==> src/rtl/vga_pkg.sv <==
// Shared types and constants for the VGA test-pattern source.
package vga_pkg;

    typedef enum logic [2:0] {
        MODE_RED     = 3'd0,
        MODE_GREEN   = 3'd1,
        MODE_BLUE    = 3'd2,
        MODE_BARS    = 3'd3,
        MODE_CHECKER = 3'd4,
        MODE_GRAD    = 3'd5
    } mode_e;

    localparam int NUM_MODES = 6;
    localparam int NUM_BARS  = 8;

    // On/off bits per bar as {R,G,B}; entry 0 is the leftmost bar.
    localparam logic [NUM_BARS-1:0][2:0] BAR_LUT = {
        3'b000,  // black
        3'b001,  // blue
        3'b100,  // red
        3'b101,  // magenta
        3'b010,  // green
        3'b011,  // cyan
        3'b110,  // yellow
        3'b111   // white
    };

    localparam int RGB_CHAN_W = 8;

    typedef struct packed {
        logic [RGB_CHAN_W-1:0] r;
        logic [RGB_CHAN_W-1:0] g;
        logic [RGB_CHAN_W-1:0] b;
    } rgb_t;

    // Step a mode up or down with wrap; simultaneous up and down cancel.
    function automatic mode_e mode_step(mode_e m, logic up, logic dn);
        mode_e r;
        r = m;
        if (up && !dn) begin
            r = (m == MODE_GRAD) ? MODE_RED : mode_e'(3'(m + 3'd1));
        end else if (dn && !up) begin
            r = (m == MODE_RED) ? MODE_GRAD : mode_e'(3'(m - 3'd1));
        end
        return r;
    endfunction

endpackage

==> src/rtl/key_debounce.sv <==
// Push-key conditioner: 2-flop synchroniser, stability counter and rising-edge
// press pulse.
module key_debounce #(
    parameter int DEBOUNCE_CYC = 250000
) (
    input  logic clk,
    input  logic rst,
    input  logic key,
    output logic press
);

    localparam int CNT_W = (DEBOUNCE_CYC > 1) ? $clog2(DEBOUNCE_CYC) : 1;
    localparam logic [CNT_W-1:0] CNT_LAST = CNT_W'(DEBOUNCE_CYC - 1);

    logic             meta;
    logic             synced;
    logic             level;
    logic [CNT_W-1:0] cnt;

    always_ff @(posedge clk or posedge rst) begin
        if (rst) begin
            meta   <= 1'b0;
            synced <= 1'b0;
            level  <= 1'b0;
            cnt    <= '0;
            press  <= 1'b0;
        end else begin
            meta   <= key;
            synced <= meta;
            press  <= 1'b0;
            if (synced == level) begin
                cnt <= '0;
            end else if (cnt == CNT_LAST) begin
                // Pulse coincides with the cycle the debounced level rises.
                level <= synced;
                press <= synced;
                cnt   <= '0;
            end else begin
                cnt <= cnt + 1'b1;
            end
        end
    end

endmodule

==> src/rtl/vga_pattern_gen.sv <==
// Key-selectable test-pattern source with a fixed 2-cycle pixel pipeline;
// mode and invert changes take effect only at frame start.
module vga_pattern_gen
    import vga_pkg::*;
#(
    parameter int COLOR_W      = 8,
    parameter int X_W          = 10,
    parameter int Y_W          = 10,
    parameter int H_ACTIVE     = 640,
    parameter int V_ACTIVE     = 480,
    parameter int NUM_KEYS     = 3,
    parameter int DEBOUNCE_CYC = 250000,
    parameter int SOLID_LEVEL  = 250,
    parameter int CHECKER_LOG2 = 5
) (
    input  logic                   i_clk,
    input  logic                   i_rst,
    input  logic [NUM_KEYS-1:0]    i_key,
    input  logic                   i_frame_start,
    input  logic                   i_pix_req,
    input  logic [X_W-1:0]         i_x,
    input  logic [Y_W-1:0]         i_y,
    output logic [3*COLOR_W-1:0]   o_color,
    output logic                   o_color_valid,
    output logic [2:0]             o_mode
);

    if (X_W < COLOR_W) begin : g_bad_xw
        $error("vga_pattern_gen: X_W must be >= COLOR_W for the grey gradient");
    end
    if (NUM_KEYS != 3) begin : g_bad_keys
        $error("vga_pattern_gen: NUM_KEYS must be 3");
    end

    typedef struct packed {
        logic [COLOR_W-1:0] r;
        logic [COLOR_W-1:0] g;
        logic [COLOR_W-1:0] b;
    } pix_t;

    localparam int BAR_W = H_ACTIVE / NUM_BARS;
    localparam logic [COLOR_W-1:0] SOLID = COLOR_W'(SOLID_LEVEL);
    localparam logic [COLOR_W-1:0] ONES  = '1;

    logic [NUM_KEYS-1:0] press;

    for (genvar k = 0; k < NUM_KEYS; k++) begin : g_key
        key_debounce #(
            .DEBOUNCE_CYC (DEBOUNCE_CYC)
        ) u_key (
            .clk   (i_clk),
            .rst   (i_rst),
            .key   (i_key[k]),
            .press (press[k])
        );
    end

    mode_e pending;
    mode_e pending_nxt;
    mode_e active;
    logic  pend_inv;
    logic  pend_inv_nxt;
    logic  act_inv;

    always_comb begin
        pending_nxt  = mode_step(pending, press[0], press[1]);
        pend_inv_nxt = pend_inv ^ press[2];
    end

    // Commit uses the post-press pending value so a press on the frame-start
    // cycle is not lost for a whole frame.
    always_ff @(posedge i_clk or posedge i_rst) begin
        if (i_rst) begin
            pending  <= MODE_RED;
            pend_inv <= 1'b0;
            active   <= MODE_RED;
            act_inv  <= 1'b0;
        end else begin
            pending  <= pending_nxt;
            pend_inv <= pend_inv_nxt;
            if (i_frame_start) begin
                active  <= pending_nxt;
                act_inv <= pend_inv_nxt;
            end
        end
    end

    assign o_mode = active;

    logic           in_range;
    logic           s1_req;
    logic [X_W-1:0] s1_x;
    logic [Y_W-1:0] s1_y;
    logic           s1_in_range;
    mode_e          s1_mode;
    logic           s1_inv;

    assign in_range = (32'(i_x) < H_ACTIVE) && (32'(i_y) < V_ACTIVE);

    always_ff @(posedge i_clk or posedge i_rst) begin
        if (i_rst) begin
            s1_req      <= 1'b0;
            s1_x        <= '0;
            s1_y        <= '0;
            s1_in_range <= 1'b0;
            s1_mode     <= MODE_RED;
            s1_inv      <= 1'b0;
        end else begin
            s1_req      <= i_pix_req;
            s1_x        <= i_x;
            s1_y        <= i_y;
            s1_in_range <= in_range;
            s1_mode     <= active;
            s1_inv      <= act_inv;
        end
    end

    logic [2:0]     bar_idx;
    logic [2:0]     bar_on;
    logic [X_W-1:0] cell_x;
    logic [Y_W-1:0] cell_y;
    logic           cell_on;
    pix_t           pix;
    logic [3*COLOR_W-1:0] color_nxt;

    always_comb begin
        bar_idx = '0;
        for (int i = 1; i < NUM_BARS; i++) begin
            if (32'(s1_x) >= i * BAR_W) begin
                bar_idx = 3'(i);
            end
        end
        bar_on  = BAR_LUT[bar_idx];
        cell_x  = s1_x >> CHECKER_LOG2;
        cell_y  = s1_y >> CHECKER_LOG2;
        cell_on = cell_x[0] ^ cell_y[0];

        pix = '0;
        case (s1_mode)
            MODE_RED:     pix.r = SOLID;
            MODE_GREEN:   pix.g = SOLID;
            MODE_BLUE:    pix.b = SOLID;
            MODE_BARS: begin
                pix.r = bar_on[2] ? ONES : '0;
                pix.g = bar_on[1] ? ONES : '0;
                pix.b = bar_on[0] ? ONES : '0;
            end
            MODE_CHECKER: pix = cell_on ? '1 : '0;
            MODE_GRAD: begin
                pix.r = s1_x[X_W-1 -: COLOR_W];
                pix.g = s1_x[X_W-1 -: COLOR_W];
                pix.b = s1_x[X_W-1 -: COLOR_W];
            end
            default:      pix = '0;
        endcase

        // Blanking stays black regardless of the invert setting.
        if (!s1_in_range) begin
            color_nxt = '0;
        end else if (s1_inv) begin
            color_nxt = ~pix;
        end else begin
            color_nxt = pix;
        end
    end

    always_ff @(posedge i_clk or posedge i_rst) begin
        if (i_rst) begin
            o_color       <= '0;
            o_color_valid <= 1'b0;
        end else begin
            o_color_valid <= s1_req;
            if (s1_req) begin
                o_color <= color_nxt;
            end
        end
    end

endmodule

==> config.mk <==
export PLATFORM = sky130hd
export DESIGN_NAME = vga_pattern_gen
export DESIGN_NICKNAME = d
export VERILOG_FILES = /design/src/rtl/vga_pkg.sv /design/src/rtl/key_debounce.sv /design/src/rtl/vga_pattern_gen.sv
export SDC_FILE = /design/constraint.sdc
export NUM_CORES = 1
export LEC_CHECK = 0
export ABC_AREA = 1
export CAP_MARGIN = 40
export CORE_UTILIZATION = 45
export DETAILED_ROUTE_END_ITERATION = 10
export MAX_ROUTING_LAYER = met4
export PLACE_DENSITY = 0.68
export SLEW_MARGIN = 25
export SYNTH_ARGS = -nofsm -noshare
export SYNTH_HDL_FRONTEND = slang
export SYNTH_SLANG_ARGS = --single-unit
==> constraint.sdc <==
create_clock -name i_clk -period 4.31 [get_ports i_clk]
set_input_delay 1.0775 -clock i_clk [delete_from_list [all_inputs] [get_ports i_clk]]
set_output_delay 1.0775 -clock i_clk [all_outputs]
set_load 0.02 [all_outputs]
==> run metrics <==
post-cts resize count=0; number of post-CTS setup repair buffers=0; Fin Setup TNS=0 ns; Syn. warnings=0; Compound-Gate Fraction of Synth Area=0.0780; outcome=completed; IO Pins=55; grt total ovfl=0; H-tree depth=4; ys flop type=dfrtp_1; first-pass GRT wire length=20500 um; Critical Path RT=3.23 ns; net count reported at finish=740; core footprint=0.0121 mm2; worst-path cell chain=clkdlybuf4s50_1; die width=114 um; actual slew at the worst max-slew pin=0.676 ns; die area=0.0129 mm2; most common cell in the netlist=nand2_1; Post-route DRC=0; post-synth top area share=0.508; cts bufs inserted=17; Slew HR=0.547; port bufs=47; initial antenna violation count=0; CP delay by family, top=buffers and inverters; 1st-iter DRT viols=271; RSZ-0062 raised after global routing=no; minimum clock period=2.52 ns; CP Buf/Inv Count=1; chip height=114 um; post-detail-place hpwl=8450 um; #FFs+latches synth=114; Final Max Tran Viols=0; CTS root buf=clkbuf_16; Area growth, synth to finish=22.7%; Via-to-Cell Ratio=5.08; Reg clk slew, reported paths=0.05 ns; vias in the first global route=4494; GPL Wtd Cong=0.895; Placed Instances=857; Finished Layout Cells=887; mux contribution to synthesized area=0.00802; PwrDens=378 mW/mm2; # diodes=0; most area-consuming cells after synthesis=dfrtp_1 51%, nand2_1 9.6%, nand3_1 4.7%, inv_1 4.1%, nor2_1 4.1%; Worst VDD drop=317 uV; peak fanout along the critical path=3; largest family of logic cells by synthesized area=simple AND/OR/NAND/NOR gates; area leader, netlist=dfrtp_1; XOR/XNOR Fraction of Synth Area=0.0390; gate count of the mapped netlist=651; Max Fclk=397 MHz; largest net degree at the start of global routing=61; # hold bufs at CTS=0; period utilization=0.584; PnR worst setup slack=1.79 ns; CTS tree=built; Initial Utilization=0.464; Worst EP arrival=1.44 ns; Synth cell types=42; Syn Nets=682; Clock Latency Late Sink=0.40 ns; final hold viol count=0; largest stage delay on the critical path=0.63 ns; Critical Path Start Type=flip-flop; final core utilization=0.569; CTS max path bufs=2; Place WS=1.91 ns; clk_skew=0.00571 ns; Setup violations, final=0; CP endpoint kind=primary output; Post-synth top cells=143 x nand2_1, 114 x dfrtp_1, 62 x inv_1; CP max-delay cell=clkdlybuf4s50_1; clk sinks=114; critical path type=flip-flop to primary output; Synth Area in Adders=0.00891; asr flop ratio synth=1.00; post-route antenna net violation count=0; FP Rows=40; routed length per instance=13.2 um; Pleak=0.00326 uW; layout filler cell count=1098; max-cap violations=0; Seq/Total Area, Yosys=0.508; gr usage total=0.209; area of the mapped netlist=0.00562 mm2; first drt pass iteration count=5; ratio of cells with drive above 1 in the final layout=0.115; simple logic cell fraction of the synthesized area=0.301; Hold Crit Class=flip-flop to flip-flop; Vias=4504; Post-synth EDFFs=0; Avg Cell Area, Syn=8.63 um2; final WL=11700 um
==> per-layer routing <==
layer / up-vias / share of wire / global-route usage
met2: 83 / 0.51 / 0.351
met4: 0 / 0.014 / 0.0667
met5: - / 0 / -
met3: 14 / 0.035 / 0.0547
met1: 2150 / 0.44 / 0.245
li1: 2257 / - / -
==> kinds of logic after synthesis <==
logic type	count (synthesis)
buf+inv	83
fa+ha+maj	4
xor+xnor	25
compound gates	78
simple gates	343
flops	114
mux	4
==> worst register-to-register path, delay by kind of cell (launching register included) <==
family	cells	cell delay [ns]
buffers and inverters	1	0.73
flip-flops	1	0.70
AND/OR/NAND/NOR	2	0.36
AO/OA/AOI/OAI	1	0.16
==> cells in the final DEF (no fill, tap or decap), types with 8 or more instances in the layout <==
cell type / count
nand2_1: 143
dfrtp_1: 114
inv_1: 61
nor2_1: 61
nand3_1: 53
clkdlybuf4s50_1: 47
a21oi_1: 37
nor3_1: 25
xor2_1: 18
o21ai_0: 17
clkbuf_16: 17
nand4_1: 12
inv_2: 10
o21ai_1: 8
nand2_2: 8
==> flip-flops by register name, indices dropped and copies added, names as in the netlist <==
register / cells
s1_req: 1
g_key.u_key.cnt: 54
o_mode: 3
o_color: 24
s1_inv: 1
g_key.u_key.press: 3
pend_inv: 1
s1_x: 8
g_key.u_key.meta: 3
act_inv: 1
s1_mode: 3
g_key.u_key.synced: 3
o_color_valid: 1
g_key.u_key.level: 3
pending: 3
s1_in_range: 1
s1_y: 1
==> layout make-up <==
class                      count  area [um2]  share of cell area
sequential                   114        2850               0.414
timing repair buffer          49         518              0.0752
clock inverter                 4        72.6              0.0105
clock buffer                  25         515              0.0748
multi-input combinational    454        2440               0.355
tap                          168         210              0.0305
inverter                      73         277              0.0401
==> report_power, final <==
group | switching (uW) | leakage [uW] | total, uW | internal [uW]
combinational | 68.7 | 0.00143 | 115 | 46.2
clock | 445 | 0.000287 | 1380 | 931
sequential | 16.7 | 0.00154 | 1110 | 1090
total | 531 | 0.00326 | 2600 | 2070
==> per-stage QoR <==
step | power, uW | instance area (um2) | hold slack, ns
global route | 2690 | 6890 | 0.361
detailed placement | 1240 | 6270 | 0.340
floorplan | 1190 | 5620 | 0.331
finish | 2600 | 6890 | 0.349
CTS | 2630 | 6860 | 0.352
global placement | 1240 | 6270 | 0.332
==> worst paths after layout <==
path / cells after the start / slack (ns) / to / from
max reg2reg: 4 / 2.28 / o_color[10] / s1_inv
max in group asynchronous: 4 / 2.57 / o_color[22] / i_rst
min reg2reg: 0 / 0.35 / g_key[1].u_key.synced / g_key[1].u_key.meta
max: 1 / 1.79 / o_mode[0] / o_mode[0]
min in group asynchronous: 2 / 0.93 / g_key[1].u_key.level / i_rst
min: 0 / 0.35 / g_key[1].u_key.synced / g_key[1].u_key.meta
Power figures use the tool's default switching activity.
